### src/rtl/jtframe_prog_dwnld_if.sv
// Bus bundle for jtframe_prog_dwnld: the ioctl download stream in,
// the SDRAM programming port and PROM strobe out, plus status flags.
// The slave modport is the downloader's view; master is the
// environment (loader + SDRAM controller) view.
interface jtframe_prog_dwnld_if #(
    parameter int AW = 22
);
    logic          downloading;
    logic [AW-1:0] ioctl_addr;
    logic [7:0]    ioctl_data;
    logic          ioctl_wr;
    logic [AW-2:0] prog_addr;
    logic [1:0]    prog_ba;
    logic [15:0]   prog_data;
    logic [1:0]    prog_mask;
    logic          prog_we;
    logic          prog_rdy;
    logic          prom_we;
    logic [AW-1:0] prom_addr;
    logic          dwnld_busy;
    logic          dwnld_done;
    logic          overflow;

    modport slave (
        input  downloading, ioctl_addr, ioctl_data, ioctl_wr, prog_rdy,
        output prog_addr, prog_ba, prog_data, prog_mask, prog_we,
               prom_we, prom_addr, dwnld_busy, dwnld_done, overflow
    );

    modport master (
        output downloading, ioctl_addr, ioctl_data, ioctl_wr, prog_rdy,
        input  prog_addr, prog_ba, prog_data, prog_mask, prog_we,
               prom_we, prom_addr, dwnld_busy, dwnld_done, overflow
    );
endinterface

### src/rtl/jtframe_prog_dwnld.sv
// jtframe_prog_dwnld: turns the byte-wide ROM download stream into
// SDRAM word writes. Each byte is mapped to one of four banks, placed
// on one lane of a 16-bit word and queued in a small FIFO that drains
// through a we/rdy handshake. The head of the FIFO is kept in output
// registers so prog_* are registered and stable while waiting for rdy.
// Optional feature macro: JTFRAME_DWNLD_PROM_EN -- bytes at or above
// PROM_START bypass the FIFO and become one-cycle prom_we strobes.
module jtframe_prog_dwnld #(
    parameter int            AW         = 22,
    parameter logic [AW-1:0] BA1_START  = 22'h08_0000,
    parameter logic [AW-1:0] BA2_START  = 22'h10_0000,
    parameter logic [AW-1:0] BA3_START  = 22'h18_0000,
    parameter logic [AW-1:0] PROM_START = 22'h20_0000,
    parameter int            SWAB       = 0,
    parameter int            FIFO_AW    = 2
) (
    input logic                  clk,
    input logic                  rst,
    jtframe_prog_dwnld_if.slave  bus
);
    localparam int            DEPTH    = 1 << FIFO_AW;
    localparam int            CW       = FIFO_AW + 1;
    localparam logic [CW-1:0] FULL_CNT = CW'(DEPTH);
    localparam logic          SWAB_BIT = (SWAB != 0);

    typedef struct packed {
        logic [AW-2:0] addr;
        logic [1:0]    ba;
        logic [7:0]    data;
        logic [1:0]    mask;
    } entry_t;

    localparam entry_t IDLE_ENTRY = '{addr: {(AW-1){1'b0}}, ba: 2'b00,
                                      data: 8'h00, mask: 2'b11};

    entry_t             mem_q [DEPTH];
    entry_t             head_q, head_d, new_entry_s;
    logic [FIFO_AW-1:0] wr_ptr_q, wr_ptr_d, rd_ptr_q, rd_ptr_d;
    logic [CW-1:0]      count_q, count_d, remain_s;
    logic               prog_we_q, prog_we_d;
    logic               overflow_q, overflow_d;
    logic               busy_q, busy_d;
    logic               done_q, done_d;
    logic               dl_q;
    logic [1:0]         ba_s;
    logic [AW-1:0]      start_s, rel_s;
    logic               lane_hi_s, is_prom_s, prom_pend_s;
    logic               accept_s, full_s, pop_s, push_s, drop_s, idle_s;

    // Bank decode: highest region whose start does not exceed the address.
    always_comb begin
        ba_s    = 2'd0;
        start_s = {AW{1'b0}};
        if (bus.ioctl_addr >= BA3_START) begin
            ba_s    = 2'd3;
            start_s = BA3_START;
        end else if (bus.ioctl_addr >= BA2_START) begin
            ba_s    = 2'd2;
            start_s = BA2_START;
        end else if (bus.ioctl_addr >= BA1_START) begin
            ba_s    = 2'd1;
            start_s = BA1_START;
        end else begin
            ba_s    = 2'd0;
            start_s = {AW{1'b0}};
        end
        rel_s     = bus.ioctl_addr - start_s;
        lane_hi_s = rel_s[0] ^ SWAB_BIT;
        new_entry_s.addr = rel_s[AW-1:1];
        new_entry_s.ba   = ba_s;
        new_entry_s.data = bus.ioctl_data;
        new_entry_s.mask = lane_hi_s ? 2'b01 : 2'b10;
    end

`ifdef JTFRAME_DWNLD_PROM_EN
    logic          prom_we_q;
    logic [AW-1:0] prom_addr_q;

    assign is_prom_s   = (bus.ioctl_addr >= PROM_START);
    assign prom_pend_s = accept_s & is_prom_s;

    // PROM bypass: one-cycle strobe with the PROM-relative address.
    always_ff @(posedge clk) begin
        if (rst) begin
            prom_we_q   <= 1'b0;
            prom_addr_q <= {AW{1'b0}};
        end else begin
            prom_we_q <= prom_pend_s;
            if (prom_pend_s) begin
                prom_addr_q <= bus.ioctl_addr - PROM_START;
            end
        end
    end

    assign bus.prom_we   = prom_we_q;
    assign bus.prom_addr = prom_addr_q;
`else
    assign is_prom_s     = 1'b0;
    assign prom_pend_s   = 1'b0;
    assign bus.prom_we   = 1'b0;
    // Tied to zero; PROM_START has no effect without the PROM path.
    assign bus.prom_addr = PROM_START & {AW{1'b0}};
`endif

    // FIFO control, head prefetch and status next-state.
    always_comb begin
        accept_s = bus.ioctl_wr & bus.downloading;
        full_s   = (count_q == FULL_CNT);
        pop_s    = prog_we_q & bus.prog_rdy;
        push_s   = accept_s & ~is_prom_s & (~full_s | pop_s);
        drop_s   = accept_s & ~is_prom_s & full_s & ~pop_s;

        if (push_s) begin
            wr_ptr_d = wr_ptr_q + FIFO_AW'(1);
        end else begin
            wr_ptr_d = wr_ptr_q;
        end
        if (pop_s) begin
            rd_ptr_d = rd_ptr_q + FIFO_AW'(1);
        end else begin
            rd_ptr_d = rd_ptr_q;
        end
        count_d  = count_q + CW'(push_s) - CW'(pop_s);
        remain_s = count_q - CW'(pop_s);

        // The new head is either an entry already stored or, when the
        // queue would otherwise be empty, the byte being pushed now.
        if (count_d == {CW{1'b0}}) begin
            head_d = head_q;
        end else if (remain_s == {CW{1'b0}}) begin
            head_d = new_entry_s;
        end else begin
            head_d = mem_q[rd_ptr_d];
        end
        prog_we_d = (count_d != {CW{1'b0}});

        if (bus.downloading & ~dl_q) begin
            overflow_d = drop_s;
        end else begin
            overflow_d = overflow_q | drop_s;
        end

        idle_s = ~bus.downloading & (count_d == {CW{1'b0}}) & ~prom_pend_s;
        busy_d = ~idle_s;
        done_d = idle_s & busy_q;
    end

    // FIFO storage; contents need no reset since the pointers define validity.
    always_ff @(posedge clk) begin
        if (push_s) begin
            mem_q[wr_ptr_q] <= new_entry_s;
        end
    end

    // State and registered outputs.
    always_ff @(posedge clk) begin
        if (rst) begin
            wr_ptr_q   <= {FIFO_AW{1'b0}};
            rd_ptr_q   <= {FIFO_AW{1'b0}};
            count_q    <= {CW{1'b0}};
            head_q     <= IDLE_ENTRY;
            prog_we_q  <= 1'b0;
            overflow_q <= 1'b0;
            busy_q     <= 1'b0;
            done_q     <= 1'b0;
            dl_q       <= 1'b0;
        end else begin
            wr_ptr_q   <= wr_ptr_d;
            rd_ptr_q   <= rd_ptr_d;
            count_q    <= count_d;
            head_q     <= head_d;
            prog_we_q  <= prog_we_d;
            overflow_q <= overflow_d;
            busy_q     <= busy_d;
            done_q     <= done_d;
            dl_q       <= bus.downloading;
        end
    end

    assign bus.prog_addr  = head_q.addr;
    assign bus.prog_ba    = head_q.ba;
    assign bus.prog_data  = {head_q.data, head_q.data};
    assign bus.prog_mask  = head_q.mask;
    assign bus.prog_we    = prog_we_q;
    assign bus.overflow   = overflow_q;
    assign bus.dwnld_busy = busy_q;
    assign bus.dwnld_done = done_q;
endmodule

### src/flat_wrapper.sv
// flat-port wrapper written by rule: the top's interface ports become plain ports
module jtframe_prog_dwnld_flat 
#(
    parameter int            AW         = 22,
    parameter logic [AW-1:0] BA1_START  = 22'h08_0000,
    parameter logic [AW-1:0] BA2_START  = 22'h10_0000,
    parameter logic [AW-1:0] BA3_START  = 22'h18_0000,
    parameter logic [AW-1:0] PROM_START = 22'h20_0000,
    parameter int            SWAB       = 0,
    parameter int            FIFO_AW    = 2
)
  (clk, rst, bus_downloading, bus_ioctl_addr, bus_ioctl_data, bus_ioctl_wr, bus_prog_rdy, bus_prog_addr, bus_prog_ba, bus_prog_data, bus_prog_mask, bus_prog_we, bus_prom_we, bus_prom_addr, bus_dwnld_busy, bus_dwnld_done, bus_overflow);
  jtframe_prog_dwnld_if #(.AW(AW)) bus_i ();
  input logic clk;
  input logic rst;
  input wire logic [$bits(bus_i.downloading)-1:0] bus_downloading;
  input wire logic [$bits(bus_i.ioctl_addr)-1:0] bus_ioctl_addr;
  input wire logic [$bits(bus_i.ioctl_data)-1:0] bus_ioctl_data;
  input wire logic [$bits(bus_i.ioctl_wr)-1:0] bus_ioctl_wr;
  input wire logic [$bits(bus_i.prog_rdy)-1:0] bus_prog_rdy;
  output wire logic [$bits(bus_i.prog_addr)-1:0] bus_prog_addr;
  output wire logic [$bits(bus_i.prog_ba)-1:0] bus_prog_ba;
  output wire logic [$bits(bus_i.prog_data)-1:0] bus_prog_data;
  output wire logic [$bits(bus_i.prog_mask)-1:0] bus_prog_mask;
  output wire logic [$bits(bus_i.prog_we)-1:0] bus_prog_we;
  output wire logic [$bits(bus_i.prom_we)-1:0] bus_prom_we;
  output wire logic [$bits(bus_i.prom_addr)-1:0] bus_prom_addr;
  output wire logic [$bits(bus_i.dwnld_busy)-1:0] bus_dwnld_busy;
  output wire logic [$bits(bus_i.dwnld_done)-1:0] bus_dwnld_done;
  output wire logic [$bits(bus_i.overflow)-1:0] bus_overflow;
  assign bus_i.downloading = bus_downloading;
  assign bus_i.ioctl_addr = bus_ioctl_addr;
  assign bus_i.ioctl_data = bus_ioctl_data;
  assign bus_i.ioctl_wr = bus_ioctl_wr;
  assign bus_i.prog_rdy = bus_prog_rdy;
  assign bus_prog_addr = bus_i.prog_addr;
  assign bus_prog_ba = bus_i.prog_ba;
  assign bus_prog_data = bus_i.prog_data;
  assign bus_prog_mask = bus_i.prog_mask;
  assign bus_prog_we = bus_i.prog_we;
  assign bus_prom_we = bus_i.prom_we;
  assign bus_prom_addr = bus_i.prom_addr;
  assign bus_dwnld_busy = bus_i.dwnld_busy;
  assign bus_dwnld_done = bus_i.dwnld_done;
  assign bus_overflow = bus_i.overflow;
  jtframe_prog_dwnld #(.AW(AW), .BA1_START(BA1_START), .BA2_START(BA2_START), .BA3_START(BA3_START), .PROM_START(PROM_START), .SWAB(SWAB), .FIFO_AW(FIFO_AW)) u_core (.clk(clk), .rst(rst), .bus(bus_i));
endmodule
### config.mk
export PLATFORM = sky130hd
export DESIGN_NAME = jtframe_prog_dwnld_flat
export DESIGN_NICKNAME = d
export VERILOG_FILES = /design/src/rtl/jtframe_prog_dwnld_if.sv /design/src/rtl/jtframe_prog_dwnld.sv /design/src/flat_wrapper.sv
export SDC_FILE = /design/constraint.sdc
export NUM_CORES = 1
export LEC_CHECK = 0
export ABC_AREA = 1
export CAP_MARGIN = 20
export CORE_UTILIZATION = 50
export DETAILED_ROUTE_END_ITERATION = 7
export PLACE_DENSITY = 0.76
export SYNTH_ARGS = -nofsm -noshare
export SYNTH_HDL_FRONTEND = slang
export SYNTH_SLANG_ARGS = --single-unit
export TNS_END_PERCENT = 10
### constraint.sdc
create_clock -name clk -period 2.7 [get_ports clk]
set_clock_uncertainty 0.2 [all_clocks]
set_input_delay 0.405 -clock clk [delete_from_list [all_inputs] [get_ports clk]]
set_output_delay 0.405 -clock clk [all_outputs]
set_load 0.005 [all_outputs]
## Yosys cells after proc, flatten, opt, wreduce, memory -nomap -nowiden

Memories as Yosys holds them, arrays and structs flattened.
Index checks and enable logic that the tools add are counted.

| storage, ports and cells | value |
|---|---|
| logic and storage cells | 53 |
| bits of input ports | 35 |
| memories | 1 |
| bits in writable memories | 132 |
| output and inout port bits | 68 |
| register bits | 45 |

| operators by class | value |
|---|---|
| bitwise logic cells | 15 |
| magnitude comparators | 3 |
| mux-type cells | 12 |
| equal/unequal tests | 1 |
| reduce and logical (&&, ||, !) cells | 3 |
| $add $sub $neg | 6 |

Memory list:

| name | words | bits a word | rd ports | clocked after memory_dff | write ports | line | text |
|---|---|---|---|---|---|---|---|
| u_core.mem_q | 4 | 33 | 1 | 0 | 1 | jtframe_prog_dwnld.sv:36 | `entry_t mem_q [DEPTH];` |

Operators by type and width:

| cell | count |
|---|---|
| >= comparator 22 x 21 -> 1 bit, second input constant | 2 |
| two-way mux 21 bit | 2 |
| two-way mux 33 bit | 1 |
| >= comparator 22 x 20 -> 1 bit, second input constant | 1 |
| subtractor 22 x 21 -> 22 bit | 1 |
| two-way mux 20 bit | 1 |
| AND 1 bit | 8 |
| two-way mux 2 bit | 4 |
| zero test 3 bit | 2 |
| subtractor 3 x 1 -> 3 bit | 2 |
| NOT 1 bit | 5 |
| adder 2 x 1 -> 2 bit, second input constant | 2 |
| two-way mux 1 bit | 4 |
| adder 3 x 1 -> 3 bit | 1 |
| equality test 3 bit, second input constant | 1 |
| nonzero test 3 bit | 1 |
| bitwise OR 1 bit | 2 |

## Depth between registers and ports, before layout

| logic depth | value |
|---|---|
| depth after elaboration | 9 |
| gate-level depth with buffers | 15 |
| depth with buffers taken out | 14 |

## Worst setup path after synthesis

Ideal clock, no wire load.

| timing path | value |
|---|---|
| kind | reg2reg |
| start point | register u_core.prog_we_q, in the netlist u_core.bus.prog_we |
| end point | memory u_core.mem_q[0][0] in the netlist's numbering, enable pin |
| data arrival time | 2.142 ns |
| slack | -0.065 ns |
| required time | 2.077 ns |
| cell stages (with the launch flop) | 5 |
| buffers on the path | 0 |
| library setup time | 0.423 ns |
| period minus slack after synthesis | 2.765 ns |
| path through | dfxtp_1 nand2_1 nand4_1 nand2_1 nor2_1 |

| between the ends | value |
|---|---|
| longest elaborated chain between the ends | 5 |

RTL lines:

| element | line | text |
|---|---|---|
| start: declaration | jtframe_prog_dwnld.sv:40 | `logic prog_we_q, prog_we_d;` |
| start signal: assignment | jtframe_prog_dwnld.sv:172 | `prog_we_q <= prog_we_d;` |
| AND 1 bit | jtframe_prog_dwnld.sv:109 | `pop_s = prog_we_q & bus.prog_rdy;` |
| bitwise OR 1 bit | jtframe_prog_dwnld.sv:110 | `push_s = accept_s & ~is_prom_s & (~full_s \| pop_s);` |
| AND 1 bit | jtframe_prog_dwnld.sv:110 |  |
| two-way mux 1 bit | jtframe_prog_dwnld.sv:150 | `if (push_s) begin` |
| two-way mux 1 bit (implied by the code) | jtframe_prog_dwnld.sv:151 | `mem_q[wr_ptr_q] <= new_entry_s;` |
| end: declaration | jtframe_prog_dwnld.sv:36 |  |

No other way between the ends.

## Worst setup path after layout

| timing path | value |
|---|---|
| start point | register u_core.prog_we_q, in the netlist u_core.bus.prog_we |
| end point | register u_core.head_q (netlist bit u_core.bus.prog_addr[20]) |

| between the ends | value |
|---|---|
| longest elaborated chain between the ends | 6 |
| elaborated cells on any way between the ends | 11 |
| those cells by class | add/sub: 3; mux: 2; bitwise: 3; reduce/logical: 2; memory: 1 |

RTL lines:

| element | line | text |
|---|---|---|
| AND 1 bit | jtframe_prog_dwnld.sv:109 |  |
| bitwise OR 1 bit | jtframe_prog_dwnld.sv:110 |  |
| AND 1 bit | jtframe_prog_dwnld.sv:110 |  |
| net u_core.push_s | jtframe_prog_dwnld.sv:48 | `logic accept_s, full_s, pop_s, push_s, drop_s, idle_s;` |
| adder 3 x 1 -> 3 bit | jtframe_prog_dwnld.sv:123 | `count_d = count_q + CW'(push_s) - CW'(pop_s);` |
| subtractor 3 x 1 -> 3 bit | jtframe_prog_dwnld.sv:123 |  |
| zero test 3 bit | jtframe_prog_dwnld.sv:128 | `if (count_d == {CW{1'b0}}) begin` |
| end signal: assignment | jtframe_prog_dwnld.sv:161 | `head_q <= IDLE_ENTRY;` |
| end signal: assignment | jtframe_prog_dwnld.sv:171 | `head_q <= head_d;` |
| end: declaration | jtframe_prog_dwnld.sv:37 | `entry_t head_q, head_d, new_entry_s;` |

The timed path passes the listed nets, and every way through them passes these cells.
A chain may end at the register's enable or synchronous reset.

==> metrics.txt <==
total core area 15,260 µm²; Slowest-stage cell, CP fa_1; Fin Hold WS 0.2482 ns; HP Class register to register; met1 wire length approximately 7 mm; diode count 0; Max clock buf depth 2; unrepaired setup endpoints after global routing true; post-route minimum period approximately 2.5 ns; worst-path cell chain nand2_2 > buf_4 > nand4_1 > nand2_1 > inv_1 > ha_1 > inv_1 > fa_1 > inv_1 > nor2_4 > nand3_2 > nand2_4 > bufbuf_16 > nor2_1 > nand2_1 > nand2_1; GR Overflow Total 0; Slew Viols, Final 0; status finished, final reports clean; fin nets 940; Total Power around 0.0096 W; DR pass1 iterations 5; Final Setup Violations 0; Filler Cell Count 1,195; # rows 45; Hold Vio Cnt, Final 0; DR top layer met4; startpoint class of the critical path register; Met3 Routed Length approximately 960 µm; Avg Vias per Cell ~5.0; # Max-Cap Violations 0; initial antenna violation count 0; period utilisation layout 0.9443; leakage approximately 4.0 nW; Avg Synthesized Cell Area a little under 10 µm²; Initial Util 0.5124; clk_lat worst skew roughly 0.43 ns; FF+latch count, synth around 180; Vias roughly 5,600; die area about 16,000 µm²; PortBufs 79; Global Route Usage Sum 0.2167; Post-Syn Instances slightly above 800; IO Count 103; Area contributors post-synth edfxtp_1 51%, nand2_1 12%, dfxtp_1 12%; final instance area between 9000 and 10,000 µm²; largest net degree at the start of global routing 40; clk root buf clkbuf_16; Met2 Routed Length 8.428 mm; share of cells above drive strength 1 0.1014; Synth top area share 0.5070; VDD IR-drop max 0.6939 mV; CP Max Fanout 7; pwr dens slightly above 1000 nW/µm²; CP max stage delay about 0.49 ns; CTS clk-pin slew, worst paths 0.06 ns; CTS Buf Count 17; Area after DPL ~8900 µm²; post-synth cell types 25; first-pass GRT wire length ~26 mm; Crit Path Category register to register; f_max approximately 390 MHz; critical path data arrival time roughly 2.7 ns; setup TNS 0 ns; sequential share of the synthesized area 0.6222; CP Data Required Time about 2.8 ns; CTS Sinks 177; area leader, netlist edfxtp_1; area grow syn2layout 22.61%; Mapped Area 7819 µm²; post-DP HPWL about 9.2 mm; Post-DRT Antenna Nets 0; Worst setup EP type register; 1st-iter DRT viols approximately 470; drt wl/cell ~15 µm; GP Congestion approximately 0.79; final wirelength 16.50 mm; Synthesis Warnings 0; CTS tree done; die height 127.1 µm; Remaining DRCs 0; H-tree levels 4; number of global-route vias before repair around 5,200; width of the chip approximately 130 µm
==> placed cells by master (no fill, tap or decap), types with 2 or more instances in the layout <==
| cell type | count |
|---|---|
| a21oi_1 | 4 |
| buf_12 | 9 |
| buf_4 | 27 |
| buf_6 | 2 |
| clkbuf_16 | 18 |
| clkdlybuf4s50_1 | 78 |
| clkinv_2 | 5 |
| clkinv_4 | 2 |
| clkinvlp_4 | 5 |
| conb_1 | 23 |
| dfxtp_1 | 43 |
| dfxtp_2 | 2 |
| edfxtp_1 | 132 |
| fa_1 | 2 |
| ha_1 | 8 |
| inv_1 | 63 |
| inv_2 | 4 |
| nand2_1 | 238 |
| nand2_2 | 4 |
| nand3_1 | 102 |
| nand3_2 | 2 |
| nand3b_1 | 33 |
| nand4_1 | 2 |
| nor2_1 | 76 |
| nor2_4 | 5 |
| o21ai_0 | 6 |
==> stage by stage <==
step | instances | worst slack (ns) | util
after floorplan | 827 | -0.06479 | -
after global placement | 1078 | -0.4319 | 0.5825
after detailed placement | 1078 | -0.5033 | 0.5825
after CTS | 1117 | 0.1164 | 0.6251
after global routing | 1118 | -0.01770 | 0.6283
final | 1118 | 0.1504 | 0.6283
==> state kept, by name, summed over array words and instances, names as in the netlist <==
register / flops
u_core.bus.dwnld_busy: 1
u_core.bus.dwnld_done: 1
u_core.bus.overflow: 1
u_core.bus.prog_addr: 21
u_core.bus.prog_ba: 2
u_core.bus.prog_data: 8
u_core.bus.prog_mask: 2
u_core.bus.prog_we: 1
u_core.count_q: 3
u_core.dl_q: 1
u_core.mem_q: 132
u_core.rd_ptr_q: 2
u_core.wr_ptr_q: 2
==> cell usage after synthesis <==
library cell / number
ha_1: 9
nor2_1: 81
inv_2: 2
nand3b_1: 33
nand4_1: 2
xnor2_1: 1
or2_2: 1
buf_4: 37
and2_1: 1
nand3_1: 103
buf_2: 21
clkinv_1: 1
dfxtp_1: 45
buf_1: 3
o21a_1: 1
conb_1: 1
nand2_1: 243
nand3_2: 1
a21oi_1: 4
o21ai_0: 6
edfxtp_1: 132
fa_1: 2
buf_6: 4
clkbuf_1: 7
inv_1: 64
==> layout make-up <==
| cell class | instances | area [µm²] | area share |
|---|---|---|---|
| sequential | 177 | 4867 | 0.5077 |
| multi-input combinational | 511 | 2392 | 0.2495 |
| timing repair buffer | 120 | 1280 | 0.1335 |
| clock buffer | 19 | 442.9 | 0.04620 |
| tap | 211 | 264.0 | 0.02754 |
| inverter | 67 | 251.5 | 0.02623 |
| clock inverter | 13 | 88.84 | 0.009267 |
==> repair_timing <==
| action | CTS | global route |
|---|---|---|
| cloned | 2 | 1 |
| endpoints found under the setup margin | 30 | 33 |
| hold buffers | 0 | 0 |
| resized for setup | 8 | 7 |
| setup buffers | 5 | 0 |
| pin swaps | 3 | 1 |
==> final timing paths <==
path                                   startpoint                               endpoint  slack [ns]  cells past startpoint
min reg2reg  u_core.bus.prog_addr[2]$_SDFFE_PP0P_   u_core.bus.prog_addr[2]$_SDFFE_PP0P_        0.25                      2
max                 u_core.bus.prog_we$_SDFF_PP0_  u_core.bus.prog_addr[20]$_SDFFE_PP0P_        0.15                     16
max reg2reg         u_core.bus.prog_we$_SDFF_PP0_  u_core.bus.prog_addr[20]$_SDFFE_PP0P_        0.15                     16
min          u_core.bus.prog_addr[2]$_SDFFE_PP0P_   u_core.bus.prog_addr[2]$_SDFFE_PP0P_        0.25                      2
==> where the power goes <==
group | internal, W | switching (W)
registers | 0.00329 | 0.000165
logic | 0.00179 | 0.00220
clock network | 0.00119 | 0.000997
total | 0.00627 | 0.00337
==> worst max-delay path, delay by kind of cell, from the launching register on <==
| kind | cells | cell delay, ns |
|---|---|---|
| buf+inv | 5 | 0.59 |
| flops | 1 | 0.34 |
| fa+ha+maj | 2 | 0.63 |
| simple gates | 9 | 0.68 |
==> layer usage <==
layer / vias to the layer above / GRT usage
li1: 2745 / -
met3: 24 / 0.04690
met5: - / 0
met2: 180 / 0.3775
met4: 0 / 0.09104
met1: 2672 / 0.2608
==> logic make-up after synthesis <==
family	share of synthesized area
simple gates	0.2576
flops	0.6222
buf+inv	0.09169
compound gates	0.007362
fa+ha+maj	0.01952
xor+xnor	0.001120
other cells	0.0004796
No activity file was read; power rests on OpenSTA's default activity.
